File: config.mk
export PLATFORM = sky130hd
export DESIGN_NAME = hms_setup_ctrl
export DESIGN_NICKNAME = d
export VERILOG_FILES = /design/src/rtl/hms_setup_ctrl.sv
export SDC_FILE = /design/constraint.sdc
export NUM_CORES = 1
export LEC_CHECK = 0
export ABC_CLOCK_PERIOD_IN_PS = 3600
export CELL_PAD_IN_SITES_DETAIL_PLACEMENT = 1
export CELL_PAD_IN_SITES_GLOBAL_PLACEMENT = 1
export CORE_ASPECT_RATIO = 1.5
export CORE_UTILIZATION = 48
export CTS_CLUSTER_DIAMETER = 50
export CTS_CLUSTER_SIZE = 25
export DETAILED_ROUTE_END_ITERATION = 10
export PLACE_DENSITY_LB_ADDON = 0.15
export SETUP_SLACK_MARGIN = 0.4
export SLEW_MARGIN = 30
export SYNTH_ARGS = -nofsm -noshare
export SYNTH_HDL_FRONTEND = slang
export SYNTH_SLANG_ARGS = --single-unit
File: constraint.sdc
create_clock -name clk -period 3.6 [get_ports clk]
set_input_delay 0.54 -clock clk [delete_from_list [all_inputs] [get_ports clk]]
set_output_delay 0.54 -clock clk [all_outputs]
set_load 0.1 [all_outputs]
File: src/rtl/hms_setup_ctrl.sv
// hms_setup_ctrl -- mode/time-setting sequencer for the HMS digital clock.
//
// Synchronises and debounces the MODE/POS/INC push buttons, runs the
// CLOCK / SET_SEC / SET_MIN / SET_HOUR state machine, produces one-cycle
// increment enables for the sec/min/hour counters (normal timekeeping carries
// in CLOCK, button-driven adjustment with auto-repeat in the SET states) and a
// registered digit blank mask that blinks the digit pair being adjusted.
//
// Ports
//   clk, rst_n      system clock; asynchronous active-low reset
//   i_tick_100hz    1-clk pulse, debounce / hold / blink timebase
//   i_tick_1hz      1-clk pulse, timekeeping and SET-state idle timeout
//   i_sw_mode/pos/inc  raw active-low buttons, asynchronous to clk
//   i_max_hit_sec   1-clk pulse, sec counter wrapped (carry into minutes)
//   i_max_hit_min   1-clk pulse, min counter wrapped (carry into hours)
//   o_sec/min/hour_inc  registered 1-clk increment enables
//   o_state         0=CLOCK 1=SET_SEC 2=SET_MIN 3=SET_HOUR
//   o_blank         digit blank mask, 1=blank; [5:4] hour [3:2] min [1:0] sec
module hms_setup_ctrl #(
  parameter int unsigned DEB_SAMPLES  = 3,
  parameter int unsigned HOLD_TICKS   = 50,
  parameter int unsigned REPEAT_TICKS = 10,
  parameter int unsigned BLINK_TICKS  = 25,
  parameter int unsigned TIMEOUT_SEC  = 30
) (
  input  logic       clk,
  input  logic       rst_n,
  input  logic       i_tick_100hz,
  input  logic       i_tick_1hz,
  input  logic       i_sw_mode,
  input  logic       i_sw_pos,
  input  logic       i_sw_inc,
  input  logic       i_max_hit_sec,
  input  logic       i_max_hit_min,
  output logic       o_sec_inc,
  output logic       o_min_inc,
  output logic       o_hour_inc,
  output logic [1:0] o_state,
  output logic [5:0] o_blank
);

  localparam logic [1:0] ST_CLOCK    = 2'd0;
  localparam logic [1:0] ST_SET_SEC  = 2'd1;
  localparam logic [1:0] ST_SET_MIN  = 2'd2;
  localparam logic [1:0] ST_SET_HOUR = 2'd3;

  localparam int unsigned BTN_MODE = 0;
  localparam int unsigned BTN_POS  = 1;
  localparam int unsigned BTN_INC  = 2;

  localparam int unsigned DW   = $clog2(DEB_SAMPLES + 1);
  localparam int unsigned HMAX = (HOLD_TICKS > REPEAT_TICKS) ? HOLD_TICKS : REPEAT_TICKS;
  localparam int unsigned HW   = $clog2(HMAX + 1);
  localparam int unsigned BW   = $clog2(BLINK_TICKS + 1);
  localparam int unsigned TW   = $clog2(TIMEOUT_SEC + 1);

  localparam logic [DW-1:0] DEB_LAST   = DW'(DEB_SAMPLES - 1);
  localparam logic [HW-1:0] HOLD_LAST  = HW'(HOLD_TICKS - 1);
  localparam logic [HW-1:0] REP_LAST   = HW'(REPEAT_TICKS - 1);
  localparam logic [BW-1:0] BLINK_LAST = BW'(BLINK_TICKS - 1);
  localparam logic [TW-1:0] TO_LAST    = TW'(TIMEOUT_SEC - 1);

  // Buttons are handled in "pressed = 1" polarity from the synchroniser on.
  logic [2:0]         raw_press;
  logic [2:0]         sync1_q, sync2_q;
  logic [2:0]         deb_q, deb_d, deb_prev_q;
  logic [2:0][DW-1:0] dcnt_q, dcnt_d;
  logic [2:0]         press;
  logic               mode_ev, pos_ev, inc_ev, any_press;

  logic [1:0]    state_q, state_d;
  logic          in_set, state_chg;
  logic [TW-1:0] to_q, to_d;

  logic          hold_q, hold_d, rep_q, rep_d, rep_fire;
  logic [HW-1:0] hcnt_q, hcnt_d;
  logic          inc_pulse;

  logic          phase_q, phase_d;
  logic [BW-1:0] bcnt_q, bcnt_d;
  logic [5:0]    blank_q, blank_d;

  logic sec_inc_q, sec_inc_d, min_inc_q, min_inc_d, hour_inc_q, hour_inc_d;

  assign raw_press = ~{i_sw_inc, i_sw_pos, i_sw_mode};

  // Debounce: the counter tracks consecutive samples that disagree with the
  // debounced level; any agreeing sample restarts it.
  always_comb begin
    deb_d  = deb_q;
    dcnt_d = dcnt_q;
    if (i_tick_100hz) begin
      for (int unsigned i = 0; i < 3; i++) begin
        if (sync2_q[i] == deb_q[i]) begin
          dcnt_d[i] = '0;
        end else if (dcnt_q[i] == DEB_LAST) begin
          deb_d[i]  = sync2_q[i];
          dcnt_d[i] = '0;
        end else begin
          dcnt_d[i] = dcnt_q[i] + 1'b1;
        end
      end
    end
  end

  assign press     = deb_q & ~deb_prev_q;
  assign any_press = |press;
  assign mode_ev   = press[BTN_MODE];
  assign pos_ev    = press[BTN_POS] & ~press[BTN_MODE];
  assign inc_ev    = press[BTN_INC] & ~press[BTN_POS] & ~press[BTN_MODE];

  assign in_set = (state_q != ST_CLOCK);

  // State machine and idle timeout. A press in the same cycle as the final
  // 1 Hz tick counts as activity, so it wins over the timeout.
  always_comb begin
    state_d = state_q;
    if (!in_set) begin
      if (mode_ev) state_d = ST_SET_SEC;
    end else if (mode_ev) begin
      state_d = ST_CLOCK;
    end else if (pos_ev) begin
      state_d = (state_q == ST_SET_HOUR) ? ST_SET_SEC : state_q + 2'd1;
    end else if (i_tick_1hz && !any_press && (to_q == TO_LAST)) begin
      state_d = ST_CLOCK;
    end
  end

  assign state_chg = (state_d != state_q);

  always_comb begin
    to_d = to_q;
    if (!in_set || any_press || state_chg) begin
      to_d = '0;
    end else if (i_tick_1hz) begin
      to_d = to_q + 1'b1;
    end
  end

  // Hold / auto-repeat: first HOLD_TICKS ticks after the press, then one
  // pulse every REPEAT_TICKS ticks while INC stays pressed.
  always_comb begin
    hold_d   = hold_q;
    rep_d    = rep_q;
    hcnt_d   = hcnt_q;
    rep_fire = 1'b0;
    if (in_set && inc_ev) begin
      hold_d = 1'b1;
      rep_d  = 1'b0;
      hcnt_d = '0;
    end else if (!in_set || state_chg || mode_ev || pos_ev || !deb_q[BTN_INC]) begin
      hold_d = 1'b0;
      rep_d  = 1'b0;
      hcnt_d = '0;
    end else if (hold_q && i_tick_100hz) begin
      if (hcnt_q == (rep_q ? REP_LAST : HOLD_LAST)) begin
        rep_fire = 1'b1;
        rep_d    = 1'b1;
        hcnt_d   = '0;
      end else begin
        hcnt_d = hcnt_q + 1'b1;
      end
    end
  end

  assign inc_pulse = in_set && (inc_ev || rep_fire);

  always_comb begin
    if (in_set) begin
      sec_inc_d  = inc_pulse && (state_q == ST_SET_SEC);
      min_inc_d  = inc_pulse && (state_q == ST_SET_MIN);
      hour_inc_d = inc_pulse && (state_q == ST_SET_HOUR);
    end else begin
      sec_inc_d  = i_tick_1hz;
      min_inc_d  = i_max_hit_sec;
      hour_inc_d = i_max_hit_min;
    end
  end

  // Blink phase restarts visible on every state change and every increment.
  always_comb begin
    phase_d = phase_q;
    bcnt_d  = bcnt_q;
    if (!in_set || state_chg || inc_pulse) begin
      phase_d = 1'b0;
      bcnt_d  = '0;
    end else if (i_tick_100hz) begin
      if (bcnt_q == BLINK_LAST) begin
        phase_d = ~phase_q;
        bcnt_d  = '0;
      end else begin
        bcnt_d = bcnt_q + 1'b1;
      end
    end
  end

  // Mask is built from next-state values so it lines up with o_state.
  always_comb begin
    blank_d = '0;
    case (state_d)
      ST_SET_SEC:  blank_d[1:0] = {2{phase_d}};
      ST_SET_MIN:  blank_d[3:2] = {2{phase_d}};
      ST_SET_HOUR: blank_d[5:4] = {2{phase_d}};
      default:     blank_d      = '0;
    endcase
  end

  always_ff @(posedge clk or negedge rst_n) begin
    if (!rst_n) begin
      sync1_q    <= '0;
      sync2_q    <= '0;
      deb_q      <= '0;
      deb_prev_q <= '0;
      dcnt_q     <= '0;
      state_q    <= ST_CLOCK;
      to_q       <= '0;
      hold_q     <= 1'b0;
      rep_q      <= 1'b0;
      hcnt_q     <= '0;
      phase_q    <= 1'b0;
      bcnt_q     <= '0;
      blank_q    <= '0;
      sec_inc_q  <= 1'b0;
      min_inc_q  <= 1'b0;
      hour_inc_q <= 1'b0;
    end else begin
      sync1_q    <= raw_press;
      sync2_q    <= sync1_q;
      deb_q      <= deb_d;
      deb_prev_q <= deb_q;
      dcnt_q     <= dcnt_d;
      state_q    <= state_d;
      to_q       <= to_d;
      hold_q     <= hold_d;
      rep_q      <= rep_d;
      hcnt_q     <= hcnt_d;
      phase_q    <= phase_d;
      bcnt_q     <= bcnt_d;
      blank_q    <= blank_d;
      sec_inc_q  <= sec_inc_d;
      min_inc_q  <= min_inc_d;
      hour_inc_q <= hour_inc_d;
    end
  end

  assign o_state    = state_q;
  assign o_blank    = blank_q;
  assign o_sec_inc  = sec_inc_q;
  assign o_min_inc  = min_inc_q;
  assign o_hour_inc = hour_inc_q;

endmodule
; Yosys cells after proc, flatten, opt, wreduce, memory -nomap -nowiden
; Index checks and enable logic that the tools add are counted.
[totals]
reg_bits = 48
latchBits = 0
ram_bits = 0
romBits = 0
in_bits = 9
out_inout_bits = 11
wordCells = 126
n_memories = 0
[op_classes]
n_addsub = 7
multipliers = 0
div_mod_pow = 0
magnitude_cmp = 0
eq_ne = 16
shifts = 0
mux = 41
bitwise_logic = 12
reduce_logical = 30
[op_table]
columns = op, count
row1 = two-way mux 2 bit, 15
row2 = two-way mux 6 bit, 5
row3 = two-way mux 5 bit, 5
row4 = two-way mux 1 bit, 16
row5 = == test 2 bit (second input constant), 7
row6 = adder 5 x 1 -> 5 bit (second input constant), 2
row7 = == test 5 bit (second input constant), 2
row8 = AND reduction 3 bit, 3
row9 = adder 2 x 1 -> 2 bit (second input constant), 4
row10 = logical AND 1 bit, 8
row11 = logical OR 1 bit, 8
row12 = nonzero test 2 bit, 4
row13 = adder 6 x 1 -> 6 bit (second input constant), 1
row14 = == test 6 bit, 1
row15 = inverter 1 bit, 6
row16 = inverter 3 bit, 2
row17 = nonzero test 3 bit, 2
row18 = == test 2 x 1 -> 1 bit (second input constant), 2
row19 = AND 1 bit, 3
row20 = AND 3 bit, 1
row21 = == test 1 bit, 3
row22 = logical NOT 1 bit, 3
row23 = OR reduction 3 bit, 1
row24 = != test 2 bit, 1
row25 = AND reduction 2 bit, 1

; Longest topological paths before layout
[logic_depth]
ltp_word = 22
mapped_depth = 9
ltp_nobuf = 9

; Least setup slack after synthesis
; No wires, ideal clock.
[synth_timing]
path_type = register to register
startpoint = reg state_q[1] (netlist: o_state[1])
endpoint = reg hcnt_q[4]
arrival_ns = 2.720
t_required_ns = 3.522
path_slack_ns = 0.803
path_stages_with_launch = 8
n_path_buf = 0
synth_period_minus_slack_ns = 2.797
cell_sequence = dfrtp_1 -> inv_1 -> ha_1 -> or4_4 -> a21oi_2 -> nor3_2 -> or3_1 -> a21oi_1
[synth_between]
elab_chain_len = 12
[synth_rtl]
columns = element, line
row1 = from (decl), 71  ; logic [1:0] state_q, state_d;
row2 = from (signal assigned), 232  ; state_q <= state_d;
row3 = adder 2 x 1 -> 2 bit / == test 2 bit (equally long branches), 123  ; state_d = (state_q == ST_SET_HOUR) ? ST_SET_SEC : state_q + 2'd1;
row4 = two-way mux 2 bit, 123
row5 = two-way mux 2 bit, 122  ; end else if (pos_ev) begin
row6 = two-way mux 2 bit, 120  ; end else if (mode_ev) begin
row7 = two-way mux 2 bit, 118  ; if (!in_set) begin
row8 = != test 2 bit, 129  ; assign state_chg = (state_d != state_q);
row9 = logical OR 1 bit (4 in a row), 151  ; end else if (!in_set || state_chg || mode_ev || pos_ev || !deb_q[BTN_INC]) begin
row10 = two-way mux 6 bit, 151
row11 = two-way mux 6 bit, 147  ; if (in_set && inc_ev) begin
row12 = to (signal assigned), 236  ; hcnt_q <= hcnt_d;
row13 = to (decl), 76  ; logic [HW-1:0] hcnt_q, hcnt_d;
; Several ways; a longest one is shown, not always the timed one.
; A chain may end at the register's enable or synchronous reset.

; Worst setup path in the final report
[layout_timing]
startpoint = reg state_q[0] (netlist: o_state[0])
endpoint = out o_state[0]
[layout_rtl]
columns = element, line
row1 = to (decl), 38  ; output logic [1:0] o_state,
; No word-level cell between the ends.

==> summary.txt <==
Outcome
  – Status: finished with violations
  – Violated checks: design-rule violations

Die
  – Core ar.: 4320 um2
  – Height of the die: 85.3 um
  – Initial Utilization: 51.4%
  – Die area: 4910 um2
  – Site row count: 29
  – I/O pin cnt: 20
  – Die width: 57.5 um

Power and ir drop
  – Sw frac: 45.1%
  – Power Dens Cells: 736 nW/um2
  – P_leak: 1.09 nW
  – Psw: 835 uW
  – Comb pwr share: 43.2%
  – Sequential share of power: 39.3%
  – Maximum vdd drop: 0.377 mV
  – Int Pwr: 1.02 mW
  – Clk pwr share: 17.5%

Drt
  – Drt first pass iters: 7
  – Via count: 1,657
  – Initial DRC count: 79
  – Vias per cell: 5.86
  – Drt wl/cell: 16.8 um
  – Final WL: 4760 um
  – Antenna-violating nets left: 0
  – DRC: 2

Placed design
  – Post-DP HPWL: 3540 um
  – Cell Area, Placed: 2420 um2
  – IO Port Bufs: 19
  – Placed cells: 275
  – Gpl congestion: 0.863

Logic synthesis
  – Post-synth EDFFs: 0
  – Post-Syn Area per Cell: 10.2 um2
  – Post-synthesis compound-gate area fraction: 12.0%
  – Async S/R FF share, synth: 100%
  – Largest family of logic cells by synthesized area: simple AND/OR/NAND/NOR gates
  – Mux share of post-synthesis cell area: 3.38%
  – Adder-Cell Fraction of Synth Area: 5.64%
  – Primary FF master, synth: dfrtp_1
  – Register area share after synthesis: 50.7%
  – Cell accounting for the most synthesized area: dfrtp_1
  – Post-Syn Instances: 217
  – Top post-synthesis cells by area: dfrtp_1 51%, ha_1 5.6%, nor2_1 3.2%
  – Post-synthesis cell type count: 47
  – Synth Area in Simple Gates: 20.1%
  – Number of synthesized register bits: 45
  – Mapped Area: 2220 um2
  – Syn_nets: 236
  – Ys Warns: 0
  – Top-area cell type share of the netlist area: 50.7%
  – Post-synthesis xor/xnor area fraction: 3.16%

STA
  – RSZ-0062 raised after global routing: false
  – Slew at the pin with the worst max-slew slack: 0.982 ns
  – Slew headroom: 34.4%
  – Setup TNS: 0 ns
  – Setup violation total in the final timing report: 0
  – Final Max Slew Viols: 0
  – Final Hold Fails: 0
  – Final period util: 72.2%
  – Max frequency: 385 MHz
  – Final Critical Period: 2.60 ns
  – Layout Skew: 0.00807 ns

Global routing
  – GRT Util Overall: 22.4%
  – Vias in the first global route: 1,774
  – First-pass GRT wire length: 8520 um
  – Largest net degree at the start of global routing: 46
  – Antenna violations before repair: 0
  – Grt total ovfl: 0

Worst setup path
  – Crit-path leading delay family: buffers and inverters
  – CP max FO: 9
  – CP max-delay cell: clkdlybuf4s50_1
  – Endpoint class of the critical path: primary output
  – Crit path from: o_state[0]
  – CP peak stage delay: 1.21 ns
  – Worst Path Buf+Inv: 1
  – Worst EP arrival: 2.06 ns
  – RR Startpoint: o_state[0]
  – CP Data Required Time: 3.06 ns
  – Critical Setup Path Class: register to primary output
  – Startpoint types: register
  – Crit-path cells: clkdlybuf4s50_1

Clock network
  – Clock root cell: clkbuf_8
  – Post-CTS Hold Fix Bufs: 0
  – Total CTS buffers: 5
  – Clock sink count: 45
  – Max Buffers Root-to-Sink: 2
  – Resize count post-CTS: 0
  – CTS tree: built
  – Post-CTS Setup Bufs: 0
  – Worst-path clk slew: 0.09 ns
  – H-tree Lvls: 2
  – Worst-Skew Late Latency: 0.30 ns

Layout
  – Area growth, synth to finish: 13.4%
  – Post-route insts no fill: 283
  – Ratio of cells with drive above 1 in the final layout: 8.02%
  – Commonest non-fill, non-tap cells in the layout: 45 x dfrtp_1, 19 x nor2_1, 18 x clkdlybuf4s50_1
  – Commonest non-fill, non-tap cell in the layout: dfrtp_1
  – Nets: 255
  – Post-route design area: 2520 um2
  – ANT cells: 0

Hold path
  – Hold Crit Class: input port to asynchronous set/reset pin

Flow run
  – Max-cap violation count: 0
cell type report:
cell class                 instances  area, um2
clock inverter                     3       26.3
clock buffer                       5       68.8
fill                             473       1800
timing repair buffer              20        195
sequential                        45       1130
inverter                          16       60.1
multi-input combinational        148        983
tap                               46       57.6
worst paths after layout:
check	to	slack, ns	cells past startpoint
worst max-delay path	o_state[0]	1.0	1
worst min-delay path	to_q[2]	0.22	1
worst max register to register	hcnt_q[4]	1.10	7
worst min register to register	sync2_q[1]	0.36	0
max in group asynchronous	bcnt_q[1]	2.99	1
min in group clk	sync2_q[1]	0.36	0
power groups by stage:
stage / clock, mW / combinational (mW) / sequential, mW
after global placement: 0 / 0.762 / 0.726
after global routing: 0.355 / 0.875 / 0.747
after detailed placement: 0 / 0.802 / 0.741
final: 0.324 / 0.801 / 0.728
after floorplan: 0 / 0.450 / 0.880
after CTS: 0.334 / 0.811 / 0.730
stage by stage:
stage	util, %	hold WS (ns)	power (mW)	setup WS (ns)
after floorplan	-	0.244	1.33	0.803
after global routing	58.3	0.264	1.98	0.873
final	58.3	0.220	1.85	1.00
after CTS	58.2	0.358	1.88	0.998
after detailed placement	56.0	0.336	1.54	0.909
after global placement	56.0	0.332	1.49	1.02
state kept, by name (all words and copies together), names as in the netlist:
| signal | cells |
|---|---|
| bcnt_q | 5 |
| dcnt_q | 6 |
| deb_prev_q | 3 |
| deb_q | 3 |
| hcnt_q | 6 |
| hold_q | 1 |
| o_blank | 3 |
| o_hour_inc | 1 |
| o_min_inc | 1 |
| o_sec_inc | 1 |
| o_state | 2 |
| phase_q | 1 |
| rep_q | 1 |
| sync1_q | 3 |
| sync2_q | 3 |
| to_q | 5 |
logic make-up (layout without fill, tap and decap cells):
group                    after synthesis  in the layout
flip-flops                            45             45
AND/OR/NAND/NOR                       82             82
XOR/XNOR                               8              8
adder cells (fa/ha/maj)               10             10
buffers and inverters                 24             44
AO/OA/AOI/OAI                         41             41
multiplexers                           7              7
cells in the mapped netlist (all sizes together), types with 5 or more instances:
master and instances:
nand2 12, nor3 10, dfrtp 45, o21ai 10, nor2 19, ha 10
a21oi 15, inv 15, nand3 10, nand2b 5, buf 5, or3 6
per-layer routing:
metal	vias up	global-route usage, %	wire length, um
met1	832	25.1	1820
met2	23	42.1	2760
li1	794	-	-
met5	-	0	0
met4	0	7.10	85
met3	8	3.66	98
(Power assumes the default switching activity.)
